### config.mk
export PLATFORM = sky130hd
export DESIGN_NAME = fifo_wptr_full_flat
export DESIGN_NICKNAME = d
export VERILOG_FILES = /design/src/rtl/fifo_wptr_full_if.sv /design/src/rtl/fifo_wptr_full.sv /design/src/flat_wrapper.sv
export SDC_FILE = /design/constraint.sdc
export NUM_CORES = 1
export LEC_CHECK = 0
export BUFFER_PORTS_ARGS = -buffer_cell sky130_fd_sc_hd__buf_2
export CORE_MARGIN = 3
export CORE_UTILIZATION = 45
export CTS_BUF_LIST = sky130_fd_sc_hd__clkbuf_4
export CTS_CLUSTER_DIAMETER = 150
export CTS_CLUSTER_SIZE = 24
export DETAILED_ROUTE_END_ITERATION = 10
export PLACE_DENSITY = 0.69
export SLEW_MARGIN = 20
export SYNTH_ARGS = -nofsm -noshare
export SYNTH_HDL_FRONTEND = slang
export SYNTH_SLANG_ARGS = --single-unit
### constraint.sdc
create_clock -name clk -period 7.7 [get_ports clk]
set_clock_uncertainty 0.1 [all_clocks]
set_input_delay 1.54 -clock clk [delete_from_list [all_inputs] [get_ports clk]]
set_output_delay 1.54 -clock clk [all_outputs]
set_load 0.03 [all_outputs]
### src/rtl/fifo_wptr_full_if.sv
// rtl/fifo_wptr_full_if.sv - write-side pointer/flag bundle for the async FIFO
//
// Purpose: groups the producer request, synchronized read pointer, memory write
//          port and status flags of the FIFO write-side pointer block.
// Ports (signals):
//    winc          producer write request
//    wovf_clr      clear for the sticky overflow flag
//    rptr_sync     Gray read pointer, already synchronized into the write domain
//    wen, waddr    memory write enable / address
//    wptr          registered Gray write pointer for the read-side synchronizer
//    wfull, walmost_full, wlevel, wovf   status flags
// Modports: master = producer/testbench side, slave = fifo_wptr_full.

interface fifo_wptr_full_if #(
   parameter int ADDR_WIDTH = 6
);
   logic                  winc;
   logic                  wovf_clr;
   logic [ADDR_WIDTH:0]   rptr_sync;
   logic                  wen;
   logic [ADDR_WIDTH-1:0] waddr;
   logic [ADDR_WIDTH:0]   wptr;
   logic                  wfull;
   logic                  walmost_full;
   logic [ADDR_WIDTH:0]   wlevel;
   logic                  wovf;

   modport master (
      output winc, wovf_clr, rptr_sync,
      input  wen, waddr, wptr, wfull, walmost_full, wlevel, wovf
   );

   modport slave (
      input  winc, wovf_clr, rptr_sync,
      output wen, waddr, wptr, wfull, walmost_full, wlevel, wovf
   );
endinterface

### src/rtl/fifo_wptr_full.sv
// rtl/fifo_wptr_full.sv - async FIFO write-side pointer, full/level/overflow flags
//
// Purpose: keeps the binary write pointer, drives the memory write port,
//          publishes a registered Gray write pointer and derives full,
//          almost-full, fill level and sticky overflow from the synchronized
//          Gray read pointer.
// Ports:
//    clk   write-domain clock
//    rst   synchronous active-high reset
//    bus   fifo_wptr_full_if.slave (winc, wovf_clr, rptr_sync in;
//          wen, waddr, wptr, wfull, walmost_full, wlevel, wovf out)

module fifo_wptr_full #(
   parameter int ADDR_WIDTH   = 6,
   parameter int AFULL_THRESH = 56
) (
   input  logic            clk,
   input  logic            rst,
   fifo_wptr_full_if.slave bus
);
   localparam int AW = ADDR_WIDTH;
   localparam logic [AW:0] AFULL_T = (AW+1)'(AFULL_THRESH);

   logic [AW:0] wbin;
   logic [AW:0] wbin_next;
   logic [AW:0] wgray_next;
   logic [AW:0] rbin;
   logic [AW:0] wdiff;
   logic [AW:0] wptr_q;
   logic [AW:0] wlevel_q;
   logic        wfull_q;
   logic        wafull_q;
   logic        wovf_q;
   logic        wen_i;
   logic        wfull_next;

   // A write while full is dropped; reset also blocks the memory write.
   assign wen_i      = bus.winc & ~wfull_q & ~rst;
   assign wbin_next  = wbin + {{AW{1'b0}}, wen_i};
   assign wgray_next = (wbin_next >> 1) ^ wbin_next;

   // Gray to binary: each binary bit is the XOR of all Gray bits at or above it.
   always_comb begin
      rbin = '0;
      for (int i = 0; i <= AW; i++) begin
         rbin[i] = ^(bus.rptr_sync >> i);
      end
   end

   // Modular difference is always 0..2**AW because the writer never laps the reader.
   assign wdiff = wbin_next - rbin;

   // Full when the write pointer is one lap ahead: top two Gray bits inverted, rest equal.
   assign wfull_next = (wgray_next == {~bus.rptr_sync[AW:AW-1], bus.rptr_sync[AW-2:0]});

   always_ff @(posedge clk) begin
      if (rst) begin
         wbin     <= '0;
         wptr_q   <= '0;
         wlevel_q <= '0;
         wfull_q  <= 1'b0;
         wafull_q <= 1'b0;
         wovf_q   <= 1'b0;
      end else begin
         wbin     <= wbin_next;
         wptr_q   <= wgray_next;
         wlevel_q <= wdiff;
         wfull_q  <= wfull_next;
         wafull_q <= (wdiff >= AFULL_T);
         // A new overflow takes priority over a clear in the same cycle.
         wovf_q   <= (bus.winc & wfull_q) | (wovf_q & ~bus.wovf_clr);
      end
   end

   assign bus.wen          = wen_i;
   assign bus.waddr        = wbin[AW-1:0];
   assign bus.wptr         = wptr_q;
   assign bus.wfull        = wfull_q;
   assign bus.walmost_full = wafull_q;
   assign bus.wlevel       = wlevel_q;
   assign bus.wovf         = wovf_q;
endmodule

### src/flat_wrapper.sv
// flat-port wrapper written by rule: the top's interface ports become plain ports
module fifo_wptr_full_flat 
#(
   parameter int ADDR_WIDTH   = 6,
   parameter int AFULL_THRESH = 56
)
  (clk, rst, bus_winc, bus_wovf_clr, bus_rptr_sync, bus_wen, bus_waddr, bus_wptr, bus_wfull, bus_walmost_full, bus_wlevel, bus_wovf);
  fifo_wptr_full_if #(.ADDR_WIDTH(ADDR_WIDTH)) bus_i ();
  input  logic clk;
  input  logic rst;
  input wire logic [$bits(bus_i.winc)-1:0] bus_winc;
  input wire logic [$bits(bus_i.wovf_clr)-1:0] bus_wovf_clr;
  input wire logic [$bits(bus_i.rptr_sync)-1:0] bus_rptr_sync;
  output wire logic [$bits(bus_i.wen)-1:0] bus_wen;
  output wire logic [$bits(bus_i.waddr)-1:0] bus_waddr;
  output wire logic [$bits(bus_i.wptr)-1:0] bus_wptr;
  output wire logic [$bits(bus_i.wfull)-1:0] bus_wfull;
  output wire logic [$bits(bus_i.walmost_full)-1:0] bus_walmost_full;
  output wire logic [$bits(bus_i.wlevel)-1:0] bus_wlevel;
  output wire logic [$bits(bus_i.wovf)-1:0] bus_wovf;
  assign bus_i.winc = bus_winc;
  assign bus_i.wovf_clr = bus_wovf_clr;
  assign bus_i.rptr_sync = bus_rptr_sync;
  assign bus_wen = bus_i.wen;
  assign bus_waddr = bus_i.waddr;
  assign bus_wptr = bus_i.wptr;
  assign bus_wfull = bus_i.wfull;
  assign bus_walmost_full = bus_i.walmost_full;
  assign bus_wlevel = bus_i.wlevel;
  assign bus_wovf = bus_i.wovf;
  fifo_wptr_full #(.ADDR_WIDTH(ADDR_WIDTH), .AFULL_THRESH(AFULL_THRESH)) u_core (.clk(clk), .rst(rst), .bus(bus_i));
endmodule
==> flow_summary.json, run 1 <==
{
  "grt_max_degree": 26,
  "synth_edf_count": 0,
  "wl_per_cell_um": 12.58,
  "max-slew-margin-rel_pct": 54.31,
  "clk_pin_slew_ps": 130,
  "drt-vias-per-instance": 5.100,
  "yosysTopAreaCell": "dfxtp_1",
  "path_max_fanout": 25,
  "num_io_pins": 35,
  "path_delay_family": "compound AO/OA/AOI/OAI gates",
  "drv_slew": 0,
  "p_per_area_mw_per_mm2": 185.9,
  "hold_class": "reg2reg",
  "worstSetupPathType": "in2reg",
  "clock_sinks": 23,
  "fp.dieW_um": 63.98,
  "area_growth_pct": 15.63,
  "slowest_delay_ps": 500,
  "start_util_pct": 48.36,
  "setup_viol": 0,
  "clock.fmax_mhz": 220.5,
  "syn-num-nets": 180,
  "arrival_ps": 4650,
  "place_area_mm2": 0.001722,
  "cpMaxStageDelayCell": "xor2_1",
  "fin_nets": 215,
  "ys_ff_latch": 23,
  "finalCritPeriodShare_pct": 58.91,
  "clock-root-buffer": "clkbuf_4",
  "cp.buffers_inverters": 2,
  "status": "finished clean",
  "grt_pass1_wl_um": 5140,
  "period_needed_ps": 4536,
  "die_y_um": 63.98,
  "h-tree-depth": 1,
  "ant_nets": 0,
  "syn_area_mm2": 0.001513,
  "portBuffers": 34,
  "async_flop_share_pct": 0,
  "dieArea_mm2": 0.004093,
  "finalSetupTns_ps": 0,
  "place_congestion": 0.8445,
  "first_global_vias": 1134,
  "vias": 1219,
  "dr.pass1.iters": 4,
  "cts_tree": "yes",
  "drt-total-wl_um": 3006,
  "track_usage_pct": 15.92,
  "route.detailed.drc": 0,
  "antenna_found_initial": 0,
  "n_fill_cell": 304,
  "yosysWarnings": 0,
  "cap_viol_max_count": 0,
  "fp-row-count": 20,
  "grt_setup_unrepaired": "no",
  "post_cts_buffers": 0,
  "synth_top_cells_by_area": "dfxtp_1, xnor2_1, ha_1, nor2_1, xor3_1",
  "ys_types": 45,
  "clk_latency_ps": 310,
  "cts_resized": 0,
  "start_kind": "input port",
  "ctsHoldBuffers": 0,
  "cp_common_cell": "ha_1",
  "path_cells": "buf_2 > nor3b_1 > ha_1 > nand4_1 > xor2_1 > inv_1 > ha_1 > a21o_1 > o41a_1 > mux2i_2 > o211ai_2",
  "drive_gt1_share_pct": 23.08,
  "avgSynthCellArea_um2": 9.396,
  "synth-main-ff-cell": "dfxtp_1",
  "overflow": 0,
  "p_leak_nw": 0.9139,
  "yosysTopAreaCellShare_pct": 30.44,
  "tightest_slew_ps": 680.5,
  "ys_seq_area_share_pct": 30.44,
  "numCtsBuffers": 3,
  "hpwl_um": 2390,
  "ir_drop_v": 0.00009364,
  "design.core.area_mm2": 0.003128,
  "finalHoldViolCount": 0,
  "fin_area_mm2": 0.001749,
  "syn_inst": 161,
  "first_iter_violations": 37,
  "required_ps": 7810,
  "clock_path_buffers": 2,
  "n_antenna_cell": 0,
  "endpoint_kind": "flip-flop"
}
## final timing paths
| check | startpoint | endpoint | slack, ps | cells past startpoint |
|---|---|---|---|---|
| worst min-delay path | u_core.bus.wovf | u_core.bus.wovf | 380 | 2 |
| worst min register to register | u_core.bus.wovf | u_core.bus.wovf | 380 | 2 |
| worst max-delay path | rst | u_core.bus.walmost_full | 3160 | 11 |
| worst max register to register | u_core.bus.wfull | u_core.bus.walmost_full | 4370 | 10 |
## final cells by class
cell class / count / area (um^2) / area share, %
sequential: 23 / 460.4 / 26.32
inverter: 12 / 45.04 / 2.575
tap: 44 / 55.05 / 3.147
clock buffer: 3 / 22.52 / 1.288
clock inverter: 1 / 5.005 / 0.2861
multi-input combinational: 122 / 991.0 / 56.65
timing repair buffer: 34 / 170.2 / 9.728
## cell families after synthesis
group / after synthesis / synth area share [%]
multiplexers: 4 / 2.977
XOR/XNOR: 31 / 25.31
adder cells (fa/ha/maj): 8 / 6.617
AO/OA/AOI/OAI: 26 / 13.81
buffers and inverters: 16 / 4.052
AND/OR/NAND/NOR: 53 / 16.79
flip-flops: 23 / 30.44
## layer usage
| metal | global-route usage (%) | share of wire, % | vias up |
|---|---|---|---|
| met3 | 3.515 | 4.1 | 10 |
| li1 | - | - | 620 |
| met1 | 19.91 | 45 | 560 |
| met4 | 7.008 | 2.4 | 0 |
| met5 | 0 | 0 | - |
| met2 | 26.06 | 49 | 29 |
## registers in the layout, summed over array words and instances (netlist names)
| register | flops |
|---|---|
| u_core.bus.wlevel | 7 |
| u_core.wbin | 6 |
| u_core.bus.walmost_full | 1 |
| u_core.bus.wptr | 7 |
| u_core.bus.wfull | 1 |
| u_core.bus.wovf | 1 |
## power breakdown
part / leakage (nW) / switching, W / internal (W)
clock: 0.0177 / 0.0000365 / 0.0000194
combinational: 0.708 / 0.0000796 / 0.0000562
sequential: 0.188 / 0.00000343 / 0.000130
total: 0.914 / 0.000120 / 0.000206
## synth_stat cells, drive strengths merged (3+ instances only)
cell type  count
xor2           5
xnor2         21
a21o           6
dfxtp         23
xor3           3
mux2i          3
ha             8
nand2          8
clkbuf         3
nor2          25
a21oi          3
nand3          3
inv           12
## layout by cell type, fill, tap and decap left out, types with 3 or more instances in the layout
cell type and n:
ha_1 8, dfxtp_1 23, a21oi_1 3, buf_2 34
clkbuf_4 3, inv_1 12, xor2_1 5, xnor2_1 19
a21o_1 6, nand2_1 8, nor2_1 25, xor3_1 3
nand3_1 3
## metrics by stage
step,cells,worst slack (ps),power (W),utilization [%],hold slack (ps)
after floorplan,161,2388,0.0002414,-,492.6
after global placement,235,2841,0.0002696,55.04,356.1
after detailed placement,235,2814,0.0002713,55.04,367.1
after CTS,239,3151,0.0003286,55.92,386.9
after global routing,239,2954,0.0003485,55.92,402.7
final,239,3164,0.0003252,55.92,377.2
## worst reg2reg max path, stage by stage (launching register included)
cell and delay [ps]:
dfxtp_1 340, nor3b_1 320, ha_1 290, nand4_1 200
xor2_1 500, inv_1 140, ha_1 370, a21o_1 210
o41a_1 440, mux2i_2 230, o211ai_2 110
Note: power is estimated with default switching activity, not from simulation.
==> inputs of run 2 (changes only) <==
--- a/config.mk
+++ b/config.mk
@@ -12,7 +12,7 @@
 export CTS_CLUSTER_DIAMETER = 150
 export CTS_CLUSTER_SIZE = 24
 export DETAILED_ROUTE_END_ITERATION = 10
-export PLACE_DENSITY = 0.69
+export PLACE_DENSITY = 0.71
 export SLEW_MARGIN = 20
 export SYNTH_ARGS = -nofsm -noshare
 export SYNTH_HDL_FRONTEND = slang
==> constraint.sdc (replaced) <==
create_clock -name clk -period 3.79 [get_ports clk]
set_clock_uncertainty 0.1 [all_clocks]
set_input_delay 0.758 -clock clk [delete_from_list [all_inputs] [get_ports clk]]
set_output_delay 0.758 -clock clk [all_outputs]
set_load 0.03 [all_outputs]
==> run 2 against run 1 <==
Critical endpoint unchanged. Worst setup slack worse by 2500 ps. Utilization increased by 3.2 points. Non-clock buffer count up 4.
==> flow_summary.json, run 2 (synthesized netlist as in run 1, its figures left out) <==
{
  "drt-total-wl_um": 3273,
  "place_congestion": 0.9607,
  "hold_class": "reg2reg",
  "drv_slew": 0,
  "finalSetupTns_ps": 0,
  "grt_pass1_wl_um": 5264,
  "p_per_area_mw_per_mm2": 361.2,
  "vias": 1236,
  "cap_viol_max_count": 0,
  "n_fill_cell": 296,
  "n_antenna_cell": 0,
  "max-slew-margin-rel_pct": 54.74,
  "design.core.area_mm2": 0.003128,
  "clk_pin_slew_ps": 130,
  "fp-row-count": 20,
  "h-tree-depth": 1,
  "dieArea_mm2": 0.004093,
  "first_iter_violations": 62,
  "ctsHoldBuffers": 0,
  "die_y_um": 63.98,
  "tightest_slew_ps": 674.1,
  "clk_latency_ps": 310,
  "area_growth_pct": 22.33,
  "num_io_pins": 35,
  "clock-root-buffer": "clkbuf_4",
  "ir_drop_v": 0.0002494,
  "arrival_ps": 3260,
  "cts_tree": "yes",
  "status": "finished clean",
  "wl_per_cell_um": 13.47,
  "most-common-layout-cells": "buf_2, nor2_1, dfxtp_1",
  "path_max_fanout": 4,
  "p_leak_nw": 0.9270,
  "cts_resized": 0,
  "worstSetupPathType": "in2reg",
  "period_needed_ps": 3111,
  "track_usage_pct": 16.73,
  "grt_max_degree": 25,
  "portBuffers": 34,
  "utilization_pct": 59.16,
  "start_kind": "input port",
  "first_global_vias": 1166,
  "layout_commonest_cell": "buf_2",
  "grt_setup_unrepaired": "no",
  "setup_viol": 0,
  "numCtsBuffers": 3,
  "fin_nets": 219,
  "start_util_pct": 48.36,
  "drive_gt1_share_pct": 30.15,
  "required_ps": 3940,
  "post_cts_buffers": 0,
  "drt-vias-per-instance": 5.086,
  "route.detailed.drc": 0,
  "hpwl_um": 2635,
  "antenna_found_initial": 0,
  "fp.dieW_um": 63.98,
  "endpoint_kind": "flip-flop",
  "ant_nets": 0,
  "overflow": 0,
  "clock_sinks": 23,
  "finalCritPeriodShare_pct": 82.08,
  "clock_path_buffers": 2,
  "finalHoldViolCount": 0,
  "clock.fmax_mhz": 321.5,
  "dr.pass1.iters": 4
}
==> run 2: final cells by class <==
type	instances	area, um^2	area share (%)
Inverter	12	45.04	2.434
Sequential cell	23	460.4	24.88
Multi-Input combinational cell	122	1062	57.40
Clock buffer	3	22.52	1.217
Clock inverter	1	5.005	0.2705
Tap cell	44	55.05	2.975
Timing Repair Buffer	38	200.2	10.82
==> run 2: through the flow <==
step	cell area, um^2	total power (W)	hold WS, ps	setup slack, ps	cells
after floorplan	1594	0.0004960	490.9	3.941	161
after global placement	1823	0.0005548	352.4	401.2	239
after detailed placement	1823	0.0005587	378.6	346.3	239
after CTS	1851	0.0006755	395.2	672.6	243
after global routing	1851	0.0007122	405.7	563.7	243
final	1851	0.0006684	393.2	679.3	243
==> run 2: worst max-delay path: stages <==
cell	delay (ps)
buf_2	130
nor3b_4	210
ha_2	260
nand3_2	120
nor2_2	150
xnor2_2	160
inv_1	150
ha_4	240
a2111o_1	410
a221o_1	280
a211o_1	320
o211ai_2	70
==> run 2: final timing paths <==
kind | startpoint | cells past startpoint | endpoint | slack [ps]
setup reg to reg | u_core.bus.wfull | 11 | u_core.bus.walmost_full | 850
hold / removal | u_core.bus.wovf | 2 | u_core.bus.wovf | 390
setup / recovery | rst | 12 | u_core.bus.walmost_full | 680
hold reg to reg | u_core.bus.wovf | 2 | u_core.bus.wovf | 390
==> run 2: layer usage <==
layer  share of wire [%]  GRT usage [%]  wire (um)  vias up
met2                  48          28.13       1583       39
met5                   0              0          0        -
met3                 4.4          2.812        145       10
met4                 3.0          7.817         98        0
met1                  44          20.66       1445      561
li1                    -              -          -      626
==> run 2: where the power goes <==
part	switching [W]	internal (W)
clock	0.0000749	0.0000394
sequential	0.00000688	0.000264
combinational	0.000164	0.000119
total	0.000246	0.000422
